### src/rtl/freq_meter_gated.sv
// rtl/freq_meter_gated.sv - gated edge-count frequency meter, optional reciprocal span (FREQ_METER_RECIP_EN)
module freq_meter_gated #(
    parameter int CNT_W       = 32,
    parameter int GATE_W      = 32,
    parameter int SYNC_STAGES = 2
) (
    input  logic              sys_clk,
    input  logic              rst_n,
    input  logic              sig_in,
    input  logic [GATE_W-1:0] gate_len,
    input  logic              start,
    input  logic              cont_en,
    input  logic              clr,
    output logic              busy,
    output logic [CNT_W-1:0]  freq_cnt,
    output logic              freq_valid,
    output logic              overflow,
    output logic [GATE_W-1:0] edge_span
);

    typedef enum logic {S_IDLE, S_GATE} state_t;

    state_t                   state;
    state_t                   state_n;
    logic [SYNC_STAGES-1:0]   sync_q;
    logic                     hist;
    logic                     sig_edge;
    logic [GATE_W-1:0]        gate_cnt;
    logic [GATE_W-1:0]        len_eff;
    logic                     last_cyc;
    logic                     gate_start;
    logic [CNT_W-1:0]         edge_cnt;
    logic                     ovf_q;
    logic                     cnt_sat;
    logic [CNT_W-1:0]         sum_cnt;
    logic                     sum_ovf;
    logic [GATE_W-1:0]        span_final;

    always_ff @(posedge sys_clk or negedge rst_n) begin
        if (!rst_n) begin
            sync_q <= '0;
            hist   <= 1'b0;
        end else begin
            sync_q <= {sync_q[SYNC_STAGES-2:0], sig_in};
            hist   <= sync_q[SYNC_STAGES-1];
        end
    end

    assign sig_edge = sync_q[SYNC_STAGES-1] & ~hist;

    always_ff @(posedge sys_clk or negedge rst_n) begin
        if (!rst_n) begin
            state <= S_IDLE;
        end else begin
            state <= state_n;
        end
    end

    always_comb begin
        state_n = state;
        if (clr) begin
            state_n = S_IDLE;
        end else begin
            case (state)
                S_IDLE:  if (start || cont_en) state_n = S_GATE;
                S_GATE:  if (last_cyc && !cont_en) state_n = S_IDLE;
                default: state_n = S_IDLE;
            endcase
        end
    end

    always_comb begin
        busy = (state == S_GATE);
    end

    // Gate counter holds the cycles remaining including the current one.
    assign len_eff    = (gate_len < GATE_W'(2)) ? GATE_W'(2) : gate_len;
    assign last_cyc   = (state == S_GATE) && (gate_cnt == GATE_W'(1));
    assign gate_start = !clr && (((state == S_IDLE) && (start || cont_en)) ||
                                 (last_cyc && cont_en));

    always_ff @(posedge sys_clk or negedge rst_n) begin
        if (!rst_n) begin
            gate_cnt <= '0;
        end else if (clr) begin
            gate_cnt <= '0;
        end else if (gate_start) begin
            gate_cnt <= len_eff;
        end else if (state == S_GATE) begin
            gate_cnt <= gate_cnt - GATE_W'(1);
        end
    end

    // Final-cycle edge is folded in combinationally so the last cycle counts.
    assign cnt_sat = (edge_cnt == {CNT_W{1'b1}});
    assign sum_cnt = (sig_edge && !cnt_sat) ? edge_cnt + CNT_W'(1) : edge_cnt;
    assign sum_ovf = ovf_q | (sig_edge & cnt_sat);

    always_ff @(posedge sys_clk or negedge rst_n) begin
        if (!rst_n) begin
            edge_cnt <= '0;
            ovf_q    <= 1'b0;
        end else if (clr || (state != S_GATE) || last_cyc) begin
            edge_cnt <= '0;
            ovf_q    <= 1'b0;
        end else begin
            edge_cnt <= sum_cnt;
            ovf_q    <= sum_ovf;
        end
    end

`ifdef FREQ_METER_RECIP_EN
    logic              have_first;
    logic [GATE_W-1:0] span_run;
    logic [GATE_W-1:0] span_last;

    always_ff @(posedge sys_clk or negedge rst_n) begin
        if (!rst_n) begin
            have_first <= 1'b0;
            span_run   <= '0;
            span_last  <= '0;
        end else if (clr || (state != S_GATE) || last_cyc) begin
            have_first <= 1'b0;
            span_run   <= '0;
            span_last  <= '0;
        end else if (sig_edge && !have_first) begin
            have_first <= 1'b1;
            span_run   <= GATE_W'(1);
        end else if (have_first) begin
            span_run <= span_run + GATE_W'(1);
            if (sig_edge) span_last <= span_run;
        end
    end

    assign span_final = (sig_edge && have_first) ? span_run : span_last;
`else
    assign span_final = '0;
`endif

    always_ff @(posedge sys_clk or negedge rst_n) begin
        if (!rst_n) begin
            freq_valid <= 1'b0;
            freq_cnt   <= '0;
            overflow   <= 1'b0;
            edge_span  <= '0;
        end else begin
            freq_valid <= last_cyc && !clr;
            if (last_cyc && !clr) begin
                freq_cnt  <= sum_cnt;
                overflow  <= sum_ovf;
                edge_span <= span_final;
            end
        end
    end

endmodule

### config.mk
export PLATFORM = sky130hd
export DESIGN_NAME = freq_meter_gated
export DESIGN_NICKNAME = d
export VERILOG_FILES = /design/src/rtl/freq_meter_gated.sv
export SDC_FILE = /design/constraint.sdc
export NUM_CORES = 1
export LEC_CHECK = 0
export BUFFER_PORTS_ARGS = -buffer_cell sky130_fd_sc_hd__buf_2
export CORE_UTILIZATION = 47
export CTS_CLUSTER_DIAMETER = 150
export DETAILED_ROUTE_END_ITERATION = 10
export HOLD_SLACK_MARGIN = 0.08
export PLACE_DENSITY_LB_ADDON = 0.3
export SETUP_SLACK_MARGIN = 0.5
export SYNTH_ARGS = -nofsm -noshare
export SYNTH_HDL_FRONTEND = slang
export SYNTH_SLANG_ARGS = --single-unit
### constraint.sdc
create_clock -name sys_clk -period 4 [get_ports sys_clk]
set_input_delay 1.2 -clock sys_clk [delete_from_list [all_inputs] [get_ports sys_clk]]
set_output_delay 1.2 -clock sys_clk [all_outputs]
set_load 0.01 [all_outputs]
* Word-level counts from Yosys, hierarchy flattened
Index checks and enable logic that the tools add are counted.
** Operators by class
- Add/sub/neg operators :: 2
- Multipliers :: 0
- Div/mod/pow operators :: 0
- Magnitude comparators :: 1
- Equality and inequality tests :: 2
- Shift-type cells :: 0
- Multiplexer cells :: 11
- Bitwise operators :: 5
- Reductions and logical operators :: 15
** Operators by type and width (number)
- 2-to-1 mux 32 bit :: 6
- adder 32 x 1 -> 32 bit (second input constant) :: 1
- == test 32 x 1 -> 1 bit (second input constant) :: 1
- == test 32 bit (second input constant) :: 1
- < comparator 32 x 2 -> 1 bit (second input constant) :: 1
- subtractor 32 x 1 -> 32 bit (second input constant) :: 1
- logical AND 1 bit :: 7
- logical OR 1 bit :: 4
- 2-to-1 mux 1 bit :: 4
- logical NOT 1 bit :: 3
- nonzero test 3 bit :: 1
- AND 1 bit :: 2
- inverter 1 bit :: 2
- case mux 1 bit (2 select lines) :: 1
- OR 1 bit :: 1
** Storage, ports and cells
- Bits in registers :: 103
- Latch bits :: 0
- RAM bits :: 0
- ROM bits :: 0
- Bits of input ports :: 38
- Output and inout port bits :: 67
- Word-level logic and storage cells :: 45
- Memories kept :: 0

* Depth between registers and ports, before layout
Gate-level depths: netlist of run 1.
- Depth after elaboration :: 7
- Gate-level depth with buffers :: 10

* Least setup slack after synthesis of run 1
OpenSTA, ideal clock, no wires.
- Path type :: input-to-reg
- Start :: input port cont_en
- End :: register gate_cnt[12]
- Data arrival time :: 2.612 ns
- Required time :: 3.874 ns
- Path slack :: 1.262 ns
- Stages :: 6
- Path buffers :: 0
- Cell sequence :: inv_1 > nor4_1 > nor4b_2 > nor2_1 > a21o_1 > a221o_1
** On the way
- Longest elaborated chain between the ends :: 6
- Elaborated cells on any way between the ends :: 8
- Those cells by class :: 2 x mux; 6 x reduce/logical
** RTL lines
- from (decl) :: line 12 : input logic cont_en,
- logical OR 1 bit :: line 79 : assign gate_start = !clr && (((state == S_IDLE) && (start || cont_en)) ||
- logical AND 1 bit :: line 79
- logical OR 1 bit * :: line 79
- logical AND 1 bit * :: line 79
- 2-to-1 mux 32 bit :: line 87 : end else if (gate_start) begin
- 2-to-1 mux 32 bit :: line 85 : end else if (clr) begin
- to (signal assigned) :: line 88 : gate_cnt <= len_eff;
- to (signal assigned) :: line 90 : gate_cnt <= gate_cnt - GATE_W'(1);
- to (decl) :: line 28 : logic [GATE_W-1:0] gate_cnt;
Mark *: on every way between the ends. The rest lies on a longest branch, timed or not.
A chain may end at the register's enable or synchronous reset.

* Worst setup path in the final report of run 1
- Start :: register gate_cnt[20]
- End :: register gate_cnt[15]
** On the way
- Longest elaborated chain between the ends :: 7
- Elaborated cells on any way between the ends :: 8
- Those cells by class :: 1 x eq/ne; 2 x mux; 5 x reduce/logical
** RTL lines
- == test 32 x 1 -> 1 bit * :: line 78 : assign last_cyc = (state == S_GATE) && (gate_cnt == GATE_W'(1));
- logical AND 1 bit * :: line 78
- logical AND 1 bit * :: line 80 : (last_cyc && cont_en));
- logical OR 1 bit * :: line 79
- logical AND 1 bit * :: line 79
- 2-to-1 mux 32 bit :: line 87
- 2-to-1 mux 32 bit :: line 85
Marked as above.

==> impl_metrics.ini, run 1 <==
[detailed_routing]
wl_per_cell_um = 16.48
wl_met1_um = 6154
highest_layer = met4
wl_met3_um = 967
num_vias = 4784
drc = 0
wl_met2_um = 6228
firstDrtPassIters = 5
antenna_left = 0
drt_iter0_markers = 395
routed_wl_um = 13590
post_drt_via_cell_ratio = 5.799

[synth]
synth_edf_count = 0
synth-seq-cells = 103
synthArstFlopShare = 1.000
yosysTopAreaCell = dfrtp_1
synthTopCellsByArea = dfrtp_1 47%, nand2_1 5.5%, buf_4 4.6%, nor2_1 4.5%, o21ai_0 4.5%
avgSynthCellArea_sq_um = 9.004
netlist.area_leader.share = 0.4678
ys_seq_area_frac = 0.4678
yosysWarnings = 0
synth_cell_types = 52
synth_flop_cell = dfrtp_1
synthCells = 612
netlist_area_sq_um = 5510

[pwr]
p_comb_frac = 0.169
intPower_uw = 1776
ir_worst_vdd_mv = 0.3952
share_seq_of_total_power = 0.469
p_total_uw = 2524
p_sw_frac = 0.2964
p_sw_uw = 748.2
clock_power_share = 0.362
leakage_uw = 0.002706
power_density_nw_per_um2 = 407.5

[setup_path]
cp.arrival_ns = 3.22
worstPathCellList = nor4_2 -> nand4_1 -> or4b_4 -> o21ai_2 -> o21ai_0 -> a221o_1
worst-setup-path-type = register to register
rrSetupSlack_ns = 1.02
worstPathRequired_ns = 4.23
cp_slowest_cell = or4b_4
worst_setup_path_start_kind = register
crit_path_end_kind = register
r2r_start = gate_cnt[20]
r2r-end = gate_cnt[15]
max_stage_delay_ns = 0.66
crit_fanout = 15
rr_worst_depth = 6

[placement]
dp.cells = 809
detailed_place_hpwl_um = 9717
io_buffer_count = 72
gp_congestion = 0.9102

[global_route]
grtUsageTotal = 0.2343
antenna_found_initial = 0
grt_pass1_vias = 4289
grt_max_degree = 68
grt.overflow.total = 0
grt_first_pass_wirelength_um = 21530

[floorplan]
dieArea_sq_um = 12160
design.core.area_sq_um = 11420
die_h_um = 110.3
die_w_um = 110.3
ios = 105
initial_utilization = 0.4826
num_rows = 39

[flow_run]
drv_cap = 0

[timing]
hold_violations = 0
maxSlewHeadroom = 0.3311
worst_clock_skew_ns = 0.009835
worst_pin_slew_ns = 1.003
whs_ns = 0.3650
fin_crit_sh = 0.7456
finalCriticalPeriod_ns = 2.983
drv_slew = 0
setup_violations = 0
grt_setup_unrepaired = no
max_freq_mhz = 335.3
setup_tns_ns = 0

[layout]
drive_gt1_frac = 0.1716
area_growth_syn_to_layout_pct = 12.40
fill_cells = 1096
fin_nets = 718
diodes = 0
layout_common_cells = 103 x dfrtp_1, 81 x nand2_1, 71 x buf_2, 66 x nor2_1, 49 x o21ai_0
mostFrequentLayoutCell = dfrtp_1
fin_cells = 825

[clocking]
cts_tree = yes
clock_tree.root_cell = clkbuf_16
clk_latency_ns = 0.35
clkSinkCount = 103
post-cts-setup-buffers = 0
clk_pin_slew_ns = 0.07
cts.path.max_buffers = 2
ctsResizeCount = 0
cts-buffers-inserted = 9
htree_levels = 3
hold_buffers = 0

[min_path]
whs_path_depth = 0
hold_end = sync_q[1]
hold_class = register to register
worstHoldStart = sync_q[0]

[run_status]
outcome = completed
metal layers:
layer  track usage  vias to the layer above
met5             0                        -
met4       0.07613                        0
met3       0.05467                       19
met2        0.3625                      205
met1        0.3241                     2284
li1              -                     2276
power by group through the flow:
stage               registers, uW  clock network [uW]  logic [uW]
floorplan                    1210                   0         273
global placement             1200                   0         412
detailed placement           1200                   0         422
CTS                          1180                 933         423
global route                 1200                 974         475
finish                       1180                 913         426
worst max path at each step:
| stage | start | to | slack (ns) | cells past startpoint |
|---|---|---|---|---|
| 2_1_floorplan | cont_en | gate_cnt[12] | 1.26 | 6 |
| 3_3_place_gp | cont_en | gate_cnt[23] | 1.04 | 9 |
| 3_5_place_dp | cont_en | gate_cnt[17] | 1.04 | 6 |
| 4_1_cts | gate_cnt[20] | gate_cnt[15] | 1.05 | 6 |
| 5_1_grt | gate_cnt[6] | freq_cnt[18] | 0.86 | 6 |
| 6_report | gate_cnt[20] | gate_cnt[15] | 1.02 | 6 |
area by class of cell:
type / instances / area [sq um] / share of cell area
Multi-Input combinational cell: 473 / 2658 / 0.4291
Sequential cell: 103 / 2577 / 0.4162
Timing Repair Buffer: 83 / 445.4 / 0.07192
Clock buffer: 10 / 239.0 / 0.03859
Tap cell: 143 / 178.9 / 0.02889
Clock inverter: 6 / 68.82 / 0.01111
Inverter: 7 / 26.28 / 0.004242
flip-flops by register name, summed over array words and instances, names as in the netlist:
register and cells:
overflow 1, hist 1, ovf_q 1, freq_valid 1, busy 1, gate_cnt 32, freq_cnt 32, edge_cnt 32
sync_q 2
worst max-delay path: cells and delay by family, from the launching register on:
| family | cells | cell delay, ns |
|---|---|---|
| simple gates | 3 | 1.37 |
| compound gates | 3 | 1.06 |
| flops | 1 | 0.42 |
Yosys cell counts (all sizes together) (3+ instances only):
master	number
a21o	3
a21oi	7
a221o	6
and3	4
buf	44
clkbuf	16
dfrtp	103
ha	3
inv	7
mux2i	8
nand2	82
nand2b	6
nand3	34
nand4	19
nor2	66
nor3	33
nor4	21
o211ai	7
o21ai	52
o311ai	15
or2	4
or3	13
or4	10
xnor2	15
xor2	12
per-stage QoR:
step                      instance area, sq um  worst slack [ns]    util
final                                     6193             1.017  0.5424
after global routing                      6193            0.8624  0.5424
after CTS                                 6193             1.050  0.5424
after detailed placement                  5886             1.042  0.5155
after global placement                    5886             1.042  0.5155
after floorplan                           5627             1.262       -
kinds of logic (layout without fill, tap and decap cells):
family,count (synthesis),in the layout,synth area share
other,1,32,0.0006805
and+or+nand+nor,302,302,0.2761
AOI/OAI and AO/OA,101,101,0.1201
DFF,103,103,0.4678
adders and majority gates,3,3,0.006813
xor gates and xnor gates,27,27,0.04292
muxes,8,8,0.01453
buffers and inverters,67,106,0.07107
Power figures use the tool's default switching activity.
==> run 2, diff against run 1 <==
- clock period: 4 -> 2.92 ns (I/O delays scaled with it)
==> run 2 against run 1 <==
Against the previous run:
- die area unchanged
- routed wire length is 10% higher
- final cell count rose by 4.2%
- critical path depth up 1
- global-route usage down 0.11 points
- first-iteration DRC count grew 35%
- sequential share of layout area decreased by 3.2 points
- power grew 41%
- cell area grew 8.6%
- worst setup slack lost 0.50 ns
==> impl_metrics.ini, run 2 (same netlist as run 1, synthesis figures left out) <==
[run_status]
outcome = completed

[timing]
maxSlewHeadroom = 0.6316
finalCriticalPeriod_ns = 2.405
grt_setup_unrepaired = yes
worst_clock_skew_ns = 0.005971
whs_ns = 0.3734
setup_tns_ns = 0
setup_violations = 0
max_freq_mhz = 415.7
worst_pin_slew_ns = 0.5476
fin_crit_sh = 0.8237
hold_violations = 0
drv_slew = 0

[global_route]
antenna_found_initial = 0
grt_max_degree = 68
grtUsageTotal = 0.2333
grt.overflow.total = 0
grt_pass1_vias = 4441
grt_first_pass_wirelength_um = 21670

[clocking]
htree_levels = 3
clk_latency_ns = 0.35
hold_buffers = 0
clock_tree.root_cell = clkbuf_16
clk_pin_slew_ns = 0.07
cts_tree = yes
cts.path.max_buffers = 2
cts-buffers-inserted = 9
clkSinkCount = 103

[detailed_routing]
drc = 0
post_drt_via_cell_ratio = 5.945
num_vias = 5113
drt_iter0_markers = 534
routed_wl_um = 14960
wl_per_cell_um = 17.40
firstDrtPassIters = 5
antenna_left = 0

[layout]
fin_nets = 753
drive_gt1_frac = 0.2455
layout_common_cells = 98 x dfrtp_1, 76 x nand2_1, 71 x buf_2, 66 x nor2_1, 38 x o21ai_0
area_growth_syn_to_layout_pct = 22.09
mostFrequentLayoutCell = dfrtp_1
fin_cells = 860
diodes = 0
fill_cells = 969
reg_top3 = edge_cnt (32), freq_cnt (32), gate_cnt (32)

[setup_path]
worstPathRequired_ns = 3.15
worst_setup_path_start_kind = register
cp_slowest_cell = or4b_4
crit_path_end_kind = register
crit_fanout = 6
worst-setup-path-type = register to register
worstPathCellList = nor4_4 -> nand4_1 -> or4b_4 -> o21ai_4 -> buf_4 -> o21ai_0 -> a221o_1
max_stage_delay_ns = 0.63
cp.arrival_ns = 2.64

[placement]
io_buffer_count = 72
gp_congestion = 0.9261
detailed_place_hpwl_um = 9789
dp.cells = 821

[floorplan]
die_w_um = 110.3
ios = 105
die_h_um = 110.3
design.core.area_sq_um = 11420
dieArea_sq_um = 12160
num_rows = 39
initial_utilization = 0.4826

[pwr]
leakage_uw = 0.002962
ir_worst_vdd_mv = 0.4411
power_density_nw_per_um2 = 528.6

[min_path]
hold_class = register to register

[flow_run]
drv_cap = 0
## run 2: cell count changes in the layout (fill, tap and decap cells not counted), sizes merged
cell | before | now
clkbuf | 10 | 18
buf | 83 | 113
clkinvlp | 0 | 2
clkinv | 4 | 0
bufinv | 1 | 0
## run 2: what timing repair did
action                                  4_1_cts  5_1_grt
resized for setup                             7       44
pin swaps                                     1       11
cloned                                        0        7
setup buffers                                 4       12
endpoints found under the setup margin       47       76
## run 2: power breakdown
group | internal (uW) | switching, uW
clock | 652 | 539
combinational | 312 | 424
sequential | 1530 | 97.5
## run 2: stage by stage
step / cell area (sq um) / total power [uW] / util / setup WS, ns
after global placement: 6013 / 2250 / 0.5266 / 0.3779
after global routing: 6728 / 3724 / 0.5892 / 0.4253
after detailed placement: 6013 / 2265 / 0.5266 / 0.3349
after CTS: 6367 / 3475 / 0.5576 / 0.4736
after floorplan: 5627 / 2030 / - / 0.5063
final: 6728 / 3556 / 0.5892 / 0.5147
## run 2: critical path, delay by kind of cell, from the launching register on
kind	cells	cell delay, ns
buffers and inverters	1	0.17
flip-flops	1	0.44
AO/OA/AOI/OAI	3	0.57
AND/OR/NAND/NOR	3	1.11
## run 2: final timing paths
path / startpoint / to / slack (ns) / cells after the start
max reg2reg: gate_cnt[17] / gate_cnt[3] / 0.51 / 7
max: gate_cnt[17] / gate_cnt[3] / 0.51 / 7
max in group asynchronous: rst_n / gate_cnt[7] / 1.81 / 2
min: sync_q[0] / sync_q[1] / 0.37 / 0
min reg2reg: sync_q[0] / sync_q[1] / 0.37 / 0
min in group asynchronous: rst_n / edge_cnt[17] / 0.47 / 1
## run 2: layout make-up
type / count / area [sq um] / area share
multi-input combinational: 473 / 2796 / 0.4157
sequential: 103 / 2584 / 0.3840
timing repair buffer: 118 / 848.3 / 0.1261
clock buffer: 13 / 270.3 / 0.04017
tap: 143 / 178.9 / 0.02659
inverter: 7 / 26.28 / 0.003906
clock inverter: 3 / 23.77 / 0.003534
## run 2: routing by layer
metal  track usage  share of wire  up-vias
met5             0              0        -
li1              -              -     2344
met1        0.3180           0.43     2468
met4       0.09211          0.023        0
met2        0.3638           0.47      266
met3       0.04762          0.079       35
